$ cat config.mk
export PLATFORM = sky130hd
export DESIGN_NAME = tcdm_periph_initiator
export DESIGN_NICKNAME = d
export VERILOG_FILES = /design/src/rtl/tcdm_periph_initiator.sv
export SDC_FILE = /design/constraint.sdc
export NUM_CORES = 1
export LEC_CHECK = 0
export ABC_AREA = 1
export BUFFER_PORTS_ARGS = -buffer_cell sky130_fd_sc_hd__buf_2
export CAP_MARGIN = 0
export CORE_ASPECT_RATIO = 0.7
export CORE_MARGIN = 1
export CORE_UTILIZATION = 45
export DETAILED_ROUTE_END_ITERATION = 10
export GPL_TIMING_DRIVEN = 1
export PLACE_DENSITY = 0.78
export SETUP_SLACK_MARGIN = 0.4
export SLEW_MARGIN = 15
export SYNTH_ARGS = -nofsm -noshare
export SYNTH_HDL_FRONTEND = slang
export SYNTH_SLANG_ARGS = --single-unit
$ cat constraint.sdc
create_clock -name clk_i -period 10.92 [get_ports clk_i]
set_input_delay 1.092 -clock clk_i [delete_from_list [all_inputs] [get_ports clk_i]]
set_output_delay 1.092 -clock clk_i [all_outputs]
set_load 0.05 [all_outputs]
$ cat src/rtl/tcdm_periph_initiator.sv
// Initiator for the single-cycle peripheral bus: turns a valid/ready command
// stream into req/gnt/r_valid transactions and queues responses in order.
module tcdm_periph_initiator #(
  parameter int unsigned ID_WIDTH        = 5,
  parameter int unsigned RSP_DEPTH       = 4,
  parameter int unsigned MAX_OUTSTANDING = 2,
  parameter int unsigned TIMEOUT_CYCLES  = 256
) (
  input  logic                clk_i,
  input  logic                rst_i,
  input  logic                cmd_valid_i,
  output logic                cmd_ready_o,
  input  logic [31:0]         cmd_addr_i,
  input  logic                cmd_write_i,
  input  logic [31:0]         cmd_wdata_i,
  input  logic [3:0]          cmd_be_i,
  output logic                req_o,
  output logic [31:0]         addr_o,
  output logic                wen_o,
  output logic [31:0]         wdata_o,
  output logic [3:0]          be_o,
  output logic [ID_WIDTH-1:0] id_o,
  input  logic                gnt_i,
  input  logic                r_valid_i,
  input  logic                r_opc_i,
  input  logic [ID_WIDTH-1:0] r_id_i,
  input  logic [31:0]         r_rdata_i,
  output logic                rsp_valid_o,
  input  logic                rsp_ready_i,
  output logic [31:0]         rsp_rdata_o,
  output logic                rsp_err_o,
  output logic [ID_WIDTH-1:0] rsp_id_o,
  input  logic                clear_i,
  output logic                err_timeout_o,
  output logic                err_id_o,
  output logic                busy_o
);

  localparam int unsigned PW = (RSP_DEPTH > 1) ? $clog2(RSP_DEPTH) : 1;
  localparam int unsigned CW = $clog2(RSP_DEPTH + 1) + 1;
  localparam int unsigned TW = $clog2(TIMEOUT_CYCLES + 1);

  typedef struct packed {
    logic [31:0]         rdata;
    logic [ID_WIDTH-1:0] id;
    logic                err;
  } rsp_t;

  logic                hold_valid;
  logic [CW-1:0]       outstanding, fifo_count;
  logic [ID_WIDTH-1:0] issue_id, expect_id;
  logic [TW-1:0]       tmo_cnt;
  rsp_t                mem [RSP_DEPTH];
  logic [PW-1:0]       wr_ptr, rd_ptr;

  logic credit_ok, grant, cmd_acc, rsp_acc, stray, id_bad, tmo_hit, push, pop;

  // Credit covers both in-flight and queued responses so a push always has room.
  assign credit_ok = (outstanding < CW'(MAX_OUTSTANDING)) &&
                     ((outstanding + fifo_count) < CW'(RSP_DEPTH));
  assign req_o       = hold_valid & credit_ok;
  assign grant       = req_o & gnt_i;
  assign cmd_ready_o = ~rst_i & (~hold_valid | grant);
  assign cmd_acc     = cmd_valid_i & cmd_ready_o;
  assign id_o        = issue_id;

  assign rsp_acc = r_valid_i & (outstanding != '0);
  assign stray   = r_valid_i & (outstanding == '0);
  assign id_bad  = (r_id_i != expect_id);
  assign tmo_hit = (outstanding != '0) & ~r_valid_i & (tmo_cnt == TW'(TIMEOUT_CYCLES - 1));

  assign push        = rsp_acc;
  assign rsp_valid_o = (fifo_count != '0);
  assign pop         = rsp_valid_o & rsp_ready_i;
  assign rsp_rdata_o = mem[rd_ptr].rdata;
  assign rsp_id_o    = mem[rd_ptr].id;
  assign rsp_err_o   = mem[rd_ptr].err;
  assign busy_o      = hold_valid | (outstanding != '0) | rsp_valid_o;

  always_ff @(posedge clk_i or posedge rst_i) begin
    if (rst_i) begin
      hold_valid <= 1'b0;
      addr_o     <= '0;
      wen_o      <= 1'b0;
      wdata_o    <= '0;
      be_o       <= '0;
    end else if (cmd_acc) begin
      hold_valid <= 1'b1;
      addr_o     <= cmd_addr_i;
      wen_o      <= ~cmd_write_i;
      wdata_o    <= cmd_wdata_i;
      be_o       <= cmd_be_i;
    end else if (grant) begin
      hold_valid <= 1'b0;
    end
  end

  always_ff @(posedge clk_i or posedge rst_i) begin
    if (rst_i) begin
      issue_id      <= '0;
      expect_id     <= '0;
      outstanding   <= '0;
      tmo_cnt       <= '0;
      err_timeout_o <= 1'b0;
      err_id_o      <= 1'b0;
    end else begin
      if (grant) issue_id <= issue_id + 1'b1;

      // Timed-out transactions are abandoned; resync the expected id so the
      // next granted transaction is checked against its own id.
      if (tmo_hit) begin
        outstanding <= grant ? CW'(1) : '0;
        expect_id   <= issue_id;
      end else begin
        if (grant && !rsp_acc)      outstanding <= outstanding + 1'b1;
        else if (!grant && rsp_acc) outstanding <= outstanding - 1'b1;
        if (rsp_acc) expect_id <= expect_id + 1'b1;
      end

      if (outstanding == '0 || r_valid_i || tmo_hit) tmo_cnt <= '0;
      else                                           tmo_cnt <= tmo_cnt + 1'b1;

      err_timeout_o <= tmo_hit | (err_timeout_o & ~clear_i);
      err_id_o      <= (rsp_acc & id_bad) | stray | (err_id_o & ~clear_i);
    end
  end

  always_ff @(posedge clk_i or posedge rst_i) begin
    if (rst_i) begin
      wr_ptr     <= '0;
      rd_ptr     <= '0;
      fifo_count <= '0;
      for (int i = 0; i < int'(RSP_DEPTH); i++) mem[i] <= '0;
    end else begin
      if (push) begin
        mem[wr_ptr] <= '{rdata: r_rdata_i, id: r_id_i, err: r_opc_i | id_bad};
        wr_ptr      <= wr_ptr + 1'b1;
      end
      if (pop) rd_ptr <= rd_ptr + 1'b1;
      if (push && !pop)      fifo_count <= fifo_count + 1'b1;
      else if (pop && !push) fifo_count <= fifo_count - 1'b1;
    end
  end

endmodule

==> flow_metrics.py, run 1 <==
metrics = {
    "hold_path": {
        "hp-class": "reg2reg",
    },
    "logic_synthesis": {
        "netlist_instances": 1290,
        "ys_ff_latch": 255,
        "synth_fa_ha_area_share_pct": 2.03,
        "yosysUniqueCellTypes": 30,
        "ys_warn_count": 0,
        "synthMuxAreaShare_pct": 0.200,
        "synth_area_um2": 11200,
        "synth_top_family_by_area": "simple AND/OR/NAND/NOR gates",
        "synth_compound_area_share_pct": 13.6,
        "synth_xor_area_share_pct": 1.25,
        "syn_avg_cell_area_um2": 8.71,
        "yosysSeqAreaShare_pct": 56.8,
        "synthSimpleGateAreaFrac_pct": 20.0,
        "synth_nets": 1421,
    },
    "worst_setup_path": {
        "cp_slowest_cell": "buf_4",
        "cp-end-kind": "output port",
        "cp_top_family": "buffers and inverters",
        "critPathMaxFanout": 69,
        "crit_required_ns": 9.83,
        "critPathMaxStageDelay_ns": 0.54,
        "worst-path-buf-inv": 2,
        "start_kind": "flip-flop",
        "crit_type": "reg2out",
        "crit_chain": "ha_1 > a21oi_1 > nand3_1 > nand2_1 > nand3_2 > a21oi_4 > buf_4 > buf_2",
        "cp.arrival_ns": 3.09,
    },
    "drt": {
        "routed-via-count": 9436,
        "initialDrtViolationCount": 642,
        "viasPerCell": 5.19,
        "dr.pass1.iters": 6,
        "antenna_left": 0,
        "routed_wl_mm": 27.7,
        "wire_per_inst_um": 15.2,
        "drc": 0,
    },
    "cts": {
        "post_cts_resized": 0,
        "ctsHoldBuffers": 0,
        "clk-insertion-delay-late_ns": 0.54,
        "cts_root_buffer": "clkbuf_16",
        "postCtsSetupBuffers": 0,
        "numCtsBuffers": 26,
        "clk_pin_slew_ns": 0.06,
        "clk_path_buf_depth": 3,
        "cts.sinks": 255,
        "h-tree-depth": 1,
        "cts_tree": "yes",
    },
    "global_routing": {
        "grt_pass1_vias": 8971,
        "antenna_found_initial": 2,
        "overflow": 0,
        "track_usage_pct": 21.7,
        "grt_pass1_wl_mm": 45.2,
        "grt_max_degree": 113,
    },
    "layout": {
        "multiInputGateArea_um2": 4170,
        "fin_util_pct": 55.7,
        "drive_above_1_share_pct": 20.3,
        "regArea_um2": 6380,
        "nets": 1614,
        "diodes": 0,
        "fin_area_um2": 13400,
        "area_growth_pct": 19.2,
        "fillers": 2187,
    },
    "timing": {
        "max_freq_ghz": 0.239,
        "whs_ns": 0.472,
        "finalCritPeriodShare_pct": 38.3,
        "fin_setup_tns_ns": 0,
        "worstMarginPinSlew_ns": 0.796,
        "finClkSkew_ns": 0.0199,
        "final-setup-viol-count": 0,
        "slew_headroom_pct": 46.9,
        "finalMaxSlewViolations": 0,
        "hold_violations": 0,
        "grt_setup_unrepaired": "false",
        "post-route-min-period_ns": 4.18,
    },
    "power_and_ir_drop": {
        "comb_power_share_pct": 49.0,
        "p_sw_mw": 2.44,
        "power.internal_mw": 2.54,
        "leakage_nw": 6.96,
        "pwr-share-seq_pct": 32.3,
        "p_clk_share_pct": 18.7,
        "ir_drop_mv": 0.301,
        "switching_share_pct": 49.0,
        "powerDensity_nw_per_um2": 372,
    },
    "placement": {
        "io_buffers": 231,
        "hpwl_mm": 17.5,
        "placedInstanceArea_um2": 12500,
        "gp_congestion": 0.861,
    },
    "floorplanning": {
        "rows": 47,
        "dieHeight_um": 134,
        "ioPinCount": 232,
        "die_area_um2": 25600,
        "coreArea_um2": 24100,
        "start_util_pct": 46.7,
        "die_x_um": 191,
    },
    "status": {
        "outcome": "completed",
    },
    "flow_run": {
        "drv_cap": 0,
    },
}
## power by group through the flow
stage / sequential, mW / combinational [mW] / clock (mW)
3_5_place_dp: 1.61 / 2.45 / 0
5_1_grt: 1.66 / 2.66 / 0.989
6_report: 1.61 / 2.44 / 0.932
2_1_floorplan: 2.01 / 1.47 / 0
4_1_cts: 1.61 / 2.45 / 0.953
3_3_place_gp: 1.60 / 2.39 / 0
## synth_stat cells
cell type    n  area [um2]
o211ai_1     5        37.5
clkbuf_1    44         165
inv_1       74         278
o21ai_0    233        1170
nor2_1     103         387
nor3_1       3        15.0
xor2_1       9        78.8
or2_2        1        6.26
nand2_1    345        1290
a21oi_4      1        16.3
nand4_1      3        18.8
mux2_2       2        22.5
nand3_2      2        20.0
nor2_2       1        6.26
a21oi_1      8        40.0
fa_1         2        40.0
o22ai_1     38         238
nor3b_1      4        30.0
inv_2        2        7.51
dfrtp_1    255        6380
xnor2_1      7        61.3
o21ai_1      4        20.0
a21o_1       1        7.51
nand2_2      3        18.8
nand3_1     89         445
buf_2       22         110
buf_6        9         101
o21a_1       1        7.51
buf_4        4        30.0
ha_1        15         188
## worst paths after layout
kind / slack, ns / cells after the start / end / startpoint
hold / removal: 0.47 / 2 / wdata_o[20]$_DFFE_PP0P_ / wdata_o[20]$_DFFE_PP0P_
max in group asynchronous: 8.91 / 3 / mem[89]$_DFFE_PP0P_ / rst_i
setup / recovery: 6.74 / 8 / cmd_ready_o / outstanding[2]$_DFFE_PP0P_
min in group asynchronous: 0.71 / 2 / addr_o[9]$_DFFE_PP0P_ / rst_i
setup reg to reg: 8.09 / 14 / outstanding[3]$_DFFE_PP0P_ / outstanding[2]$_DFFE_PP0P_
hold reg to reg: 0.47 / 2 / wdata_o[20]$_DFFE_PP0P_ / wdata_o[20]$_DFFE_PP0P_
## metrics by stage
| step | worst slack (ns) | cells | power [mW] |
|---|---|---|---|
| final | 6.74 | 1819 | 4.98 |
| after global routing | 6.58 | 1819 | 5.30 |
| after CTS | 6.74 | 1819 | 5.01 |
| after detailed placement | 7.32 | 1773 | 4.06 |
| after global placement | 7.36 | 1773 | 3.99 |
| after floorplan | 2.78 | 1290 | 3.48 |
## logic make-up after synthesis
group,Yosys count
xor+xnor,16
compound gates,291
mux,2
simple gates,554
fa+ha+maj,17
buf+inv,155
flops,255
## registers in the layout, indices dropped and copies added (netlist names)
signal / count
outstanding: 4
tmo_cnt: 9
mem: 152
err_id_o: 1
fifo_count: 4
id_o: 5
expect_id: 5
hold_valid: 1
rd_ptr: 2
wen_o: 1
addr_o: 32
wr_ptr: 2
wdata_o: 32
be_o: 4
err_timeout_o: 1
## worst min-delay path, cell delays in order (launching register included)
cell,delay (ns)
dfrtp_1,0.34
nand2_1,0.05
nand2_1,0.05
## cells in the final DEF (no fill, tap or decap), drive strengths merged
master    count
a21o          1
buf         244
a21oi         9
nor3b         4
xnor2         7
ha           15
or2           1
clkinvlp      1
xor2          9
o21ai       237
dfrtp       255
clkinv        6
o211ai        5
nor2        104
nor3          3
clkbuf       35
bufinv        3
o21a          1
inv          77
fa            2
nand4         3
o22ai        38
nand2       348
mux2          2
nand3        91
## final cells by class
type | instances | share of cell area, %
sequential | 255 | 47.7
multi-input combinational | 880 | 31.1
timing repair buffer | 244 | 9.39
clock buffer | 35 | 5.64
tap | 318 | 2.97
inverter | 76 | 2.19
clock inverter | 11 | 1.02
## routing by layer
layer	GRT usage, %	part of all wire (%)	routed length [um]	vias up
met1	30.0	44	12200	4462
met3	4.87	7.8	2170	37
met2	35.1	46	12800	326
li1	-	-	-	4607
met4	4.76	1.7	460	4
met5	0	0.083	23	-
Power figures use the tool's default switching activity.
==> run 2, diff against run 1 <==
Settings changed: ABC_AREA 1 to 0.
Clock period 10.92 ns to 4.3 ns, I/O delays scaled along.
==> flow_metrics.py, run 2 <==
metrics = {
    "status": {
        "outcome": "completed",
    },
    "hold_path": {
        "whs_path_depth": 2,
        "min_to": "wen_o$_DFFE_PP0P_",
        "hp-class": "in2reg",
        "min_from": "cmd_write_i",
    },
    "cts": {
        "postCtsSetupBuffers": 0,
        "post_cts_resized": 0,
        "cts_tree": "yes",
        "cts.sinks": 255,
        "ctsHoldBuffers": 0,
        "clk_path_buf_depth": 3,
        "clk_pin_slew_ns": 0.06,
        "cts_root_buffer": "clkbuf_16",
        "numCtsBuffers": 27,
        "clk-insertion-delay-late_ns": 0.53,
        "h-tree-depth": 1,
    },
    "global_routing": {
        "antenna_found_initial": 0,
        "track_usage_pct": 19.1,
        "grt_pass1_vias": 7075,
        "overflow": 0,
        "grt_pass1_wl_mm": 38.0,
        "grt_max_degree": 179,
    },
    "logic_synthesis": {
        "yosysUniqueCellTypes": 43,
        "synth_area_um2": 11000,
        "ys_ff_latch": 255,
        "synth_top_cells_by_count": "255 x dfrtp_1, 209 x mux2_2, 38 x mux4_2",
        "ys.flop_type": "dfrtp_1",
        "yosysTopAreaCell": "dfrtp_1",
        "synth_edf_count": 0,
        "synth_area_leaders": "dfrtp_1 58%, mux2_2 21%, mux4_2 7.8%",
        "syn_avg_cell_area_um2": 15.4,
        "synthMostInstantiatedCell": "dfrtp_1",
        "ys_warn_count": 0,
        "yosysSeqAreaShare_pct": 57.9,
        "netlist_instances": 715,
        "synth-async-reset-ratio_pct": 100,
        "synth_nets": 846,
        "yosysTopAreaCellShare_pct": 57.9,
    },
    "layout": {
        "layout_common_cells": "253 x dfrtp_1, 231 x buf_2, 209 x mux2_2",
        "top_register": "mem",
        "nets": 1083,
        "area_growth_pct": 21.5,
        "largest_reg_flops": 152,
        "drive_above_1_share_pct": 56.2,
        "final_common_cell": "dfrtp_1",
        "diodes": 0,
        "top_regs": "mem (152), addr_o (32), wdata_o (32)",
    },
    "worst_setup_path": {
        "r2r_cells": 7,
        "crit_type": "reg2out",
        "cp_top_family": "simple AND/OR/NAND/NOR gates",
        "cp-end-kind": "output port",
        "critPathMaxFanout": 11,
        "cp.depth": 6,
        "start_kind": "flip-flop",
        "crit_required_ns": 3.87,
        "reg2reg_from": "outstanding[1]$_DFFE_PP0P_",
        "worst-path-buf-inv": 1,
        "r2r_setup_slack_ns": 1.14,
        "critPathMaxStageDelay_ns": 0.78,
        "cp.arrival_ns": 2.94,
        "r2r_end": "addr_o[0]$_DFFE_PP0P_",
        "cp_slowest_cell": "nor2_1",
        "crit_chain": "ha_1 > a31oi_1 > nor4_2 > nor2_1 > a21oi_1 > buf_2",
    },
    "drt": {
        "routed_wl_mm": 23.2,
        "antenna_left": 0,
        "dr.pass1.iters": 4,
        "wire_per_inst_um": 18.0,
        "viasPerCell": 5.16,
        "drc": 0,
        "initialDrtViolationCount": 277,
        "routed-via-count": 6647,
    },
    "floorplanning": {
        "ioPinCount": 232,
        "coreArea_um2": 23800,
        "rows": 47,
        "die_area_um2": 25100,
        "dieHeight_um": 133,
        "start_util_pct": 46.3,
        "die_x_um": 189,
    },
    "flow_run": {
        "drv_cap": 0,
    },
    "placement": {
        "io_buffers": 231,
        "hpwl_mm": 15.7,
        "gp_congestion": 0.784,
    },
    "timing": {
        "whs_ns": 0.0753,
        "max_freq_ghz": 0.297,
        "slew_headroom_pct": 25.6,
        "finalCritPeriodShare_pct": 78.4,
        "grt_setup_unrepaired": "false",
        "final-setup-viol-count": 0,
        "worstMarginPinSlew_ns": 1.12,
        "fin_setup_tns_ns": 0,
        "finClkSkew_ns": 0.0117,
        "hold_violations": 0,
        "post-route-min-period_ns": 3.37,
        "finalMaxSlewViolations": 0,
    },
}
run 2: cell types whose count changed after synthesis, moves of 9 or more:
cell,before,now
nand3_1,89,5
buf_2,22,13
nor2_1,103,23
clkbuf_1,44,7
xnor2_1,7,17
mux2_2,2,209
mux2_1,0,9
o22ai_1,38,0
o21ai_0,233,13
mux4_2,0,38
buf_6,9,0
inv_1,74,15
nand2_1,345,29
run 2: per-layer routing:
metal  wire length (um)  vias to the layer above  GRT usage (%)
li1                   -                     3042              -
met1              10600                     3403           26.8
met2              10900                      161           30.2
met3               1170                       41           3.87
met4                544                        0           5.06
met5                  0                        -              0
run 2: logic make-up after synthesis:
logic type / after synthesis / share of synthesized area, %
muxes: 260 / 30.4
DFF: 255 / 57.9
and+or+nand+nor: 77 / 3.33
buffers and inverters: 51 / 2.33
xor gates and xnor gates: 30 / 2.52
AOI/OAI and AO/OA: 25 / 1.45
adders and majority gates: 17 / 2.07
run 2: per-stage QoR:
step	utilization [%]	setup WS [ns]	instance area [um2]	std cells
floorplan	-	-1.12	11000	715
global placement	52.5	1.25	12500	1241
detailed placement	52.5	1.17	12500	1241
CTS	56.2	0.959	13400	1287
global route	56.2	0.769	13400	1287
finish	56.2	0.930	13400	1287
run 2: how the worst max path moves through the flow:
stage                                    endpoint                  startpoint  slack, ns
after floorplan            addr_o[15]$_DFFE_PP0P_                       rst_i      -1.12
after global placement     addr_o[11]$_DFFE_PP0P_  outstanding[1]$_DFFE_PP0P_       1.25
after detailed placement  wdata_o[12]$_DFFE_PP0P_  outstanding[1]$_DFFE_PP0P_       1.17
after CTS                             cmd_ready_o  outstanding[1]$_DFFE_PP0P_       0.96
after global routing                  cmd_ready_o  outstanding[1]$_DFFE_PP0P_       0.77
final                                 cmd_ready_o  outstanding[1]$_DFFE_PP0P_       0.93
run 2: final cells by class:
| class | count | area (um2) |
|---|---|---|
| Clock buffer | 36 | 759 |
| Inverter | 15 | 60.1 |
| Sequential cell | 255 | 6380 |
| Clock inverter | 10 | 131 |
| Multi-Input combinational cell | 409 | 4390 |
| Tap cell | 318 | 398 |
| Timing Repair Buffer | 244 | 1270 |
| Fill cell | 1950 | 10400 |
Power of run 2 is left out: the tool's default activity adds up to more than one toggle a clock period on the data nets, which glitch-free logic cannot reach.
==> run 3, diff against run 2 <==
Settings changed: PLACE_DENSITY 0.78 to 0.8.
Clock period 4.3 ns to 2.91 ns, I/O delays scaled along.
==> flow_metrics.py, run 3 (synthesis gave the netlist of run 2 again) <==
metrics = {
    "worst_setup_path": {
        "crit_type": "reg2reg",
        "start_kind": "flip-flop",
        "crit_required_ns": 3.33,
        "cp.arrival_ns": 3.27,
        "cp-end-kind": "flip-flop",
        "critPathMaxFanout": 4,
    },
    "timing": {
        "fin_setup_tns_ns": 0,
        "max_freq_ghz": 0.352,
        "worstMarginPinSlew_ns": 0.741,
        "grt_setup_unrepaired": "true",
        "slew_headroom_pct": 50.6,
        "hold_violations": 0,
        "final-setup-viol-count": 0,
        "post-route-min-period_ns": 2.84,
        "whs_ns": 0.0261,
        "finalCritPeriodShare_pct": 97.7,
        "finClkSkew_ns": 0.0169,
        "finalMaxSlewViolations": 0,
    },
    "global_routing": {
        "overflow": 0,
        "grt_pass1_vias": 8018,
        "grt_max_degree": 137,
        "antenna_found_initial": 3,
        "grt_pass1_wl_mm": 44.3,
        "track_usage_pct": 22.6,
    },
    "drt": {
        "drc": 0,
        "routed-via-count": 7491,
        "antenna_left": 0,
        "routed_wl_mm": 29.0,
        "initialDrtViolationCount": 303,
        "viasPerCell": 5.33,
        "dr.pass1.iters": 4,
        "wire_per_inst_um": 20.6,
    },
    "layout": {
        "top_regs": "mem (152), addr_o (32), wdata_o (32)",
        "nets": 1197,
        "top_register": "mem",
        "layout_common_cells": "248 x dfrtp_1, 229 x buf_2, 159 x mux2_2",
        "drive_above_1_share_pct": 57.1,
        "final_common_cell": "dfrtp_1",
        "largest_reg_flops": 152,
        "area_growth_pct": 37.7,
    },
    "status": {
        "outcome": "completed",
    },
    "cts": {
        "cts_tree": "yes",
        "clk_pin_slew_ns": 0.07,
        "cts.sinks": 255,
        "cts_root_buffer": "clkbuf_16",
        "numCtsBuffers": 26,
        "clk-insertion-delay-late_ns": 0.54,
        "h-tree-depth": 1,
        "clk_path_buf_depth": 3,
    },
    "power_and_ir_drop": {
        "ir_drop_mv": 0.920,
        "powerDensity_nw_per_um2": 1320,
        "leakage_nw": 7.04,
    },
    "floorplanning": {
        "rows": 47,
        "dieHeight_um": 133,
        "die_x_um": 189,
        "ioPinCount": 232,
        "start_util_pct": 46.3,
        "die_area_um2": 25100,
        "coreArea_um2": 23800,
    },
    "flow_run": {
        "drv_cap": 0,
    },
    "hold_path": {
        "hp-class": "in2reg",
    },
    "placement": {
        "gp_congestion": 0.796,
        "hpwl_mm": 15.2,
        "io_buffers": 231,
    },
}
run 3: cell types whose count changed in the layout (fill, tap and decap cells not counted), sizes merged:
cell / before / now
clkbuf: 36 / 42
bufinv: 3 / 1
clkinv: 5 / 4
buf: 244 / 286
dlygate4sd3: 0 / 71
diode: 0 / 3
run 3: per-layer routing:
metal / up-vias / share of wire [%] / global-route usage, %
li1: 3273 / - / -
met1: 3913 / 42 / 30.0
met2: 233 / 49 / 37.7
met3: 72 / 5.6 / 4.35
met4: 0 / 3.3 / 7.17
met5: - / 0 / 0
run 3: worst max-delay path, stage by stage (launching register included):
cell	delay, ns
dfrtp_2	0.46
or4b_4	0.61
nor4b_4	0.28
buf_4	0.16
nor2_2	0.04
buf_4	0.15
a21oi_4	0.19
buf_6	0.17
buf_4	0.16
clkbuf_16	0.16
mux2_2	0.34
run 3: per-stage QoR:
step	utilization, %	setup slack, ns	power (mW)	cells	cell area [um2]
after global placement	53.0	0.244	15.4	1245	12600
final	63.7	0.0661	20.0	1406	15200
after detailed placement	53.0	0.150	15.7	1245	12600
after floorplan	-	-2.37	13.6	715	11100
after global routing	63.7	0.0424	20.9	1406	15200
after CTS	62.5	0.228	19.7	1391	14900
run 3: power breakdown:
part           internal, mW  switching, mW
logic                  4.23           6.25
clock network          1.87           1.38
registers              5.26           1.06
total                  11.4           8.68
run 3: worst paths after layout:
kind                                            startpoint  slack (ns)                      end  depth (start not counted)
max in group asynchronous                            rst_i        1.13     mem[132]$_DFFE_PP0P_                          5
worst min-delay path                          r_rdata_i[8]        0.03      mem[52]$_DFFE_PP0P_                          2
worst min register to register         mem[76]$_DFFE_PP0P_        0.48      mem[76]$_DFFE_PP0P_                          2
worst max register to register  outstanding[1]$_DFFE_PP0P_        0.07  wdata_o[13]$_DFFE_PP0P_                         10
worst max-delay path            outstanding[1]$_DFFE_PP0P_        0.07  wdata_o[13]$_DFFE_PP0P_                         10
min in group asynchronous                            rst_i        0.56  wdata_o[30]$_DFFE_PP0P_                          4
run 3: what timing repair did:
| action | in CTS | in global routing |
|---|---|---|
| hold buffers | 71 | 0 |
| setup endpoints to repair | 95 | 159 |
| endpoints found under the hold margin | 87 | 0 |
| cloned | 10 | 2 |
| resized for setup | 74 | 38 |
| buffers inserted | 18 | 10 |
| pin swaps | 5 | 11 |
run 3: final cells by class:
type                       count  area (um2)
antenna                        3        7.51
inverter                      15        60.1
timing repair buffer         359        2720
clock inverter                 7        66.3
sequential                   255        6390
multi-input combinational    409        4780
fill                        1645        8650
clock buffer                  40         754
tap                          318         398
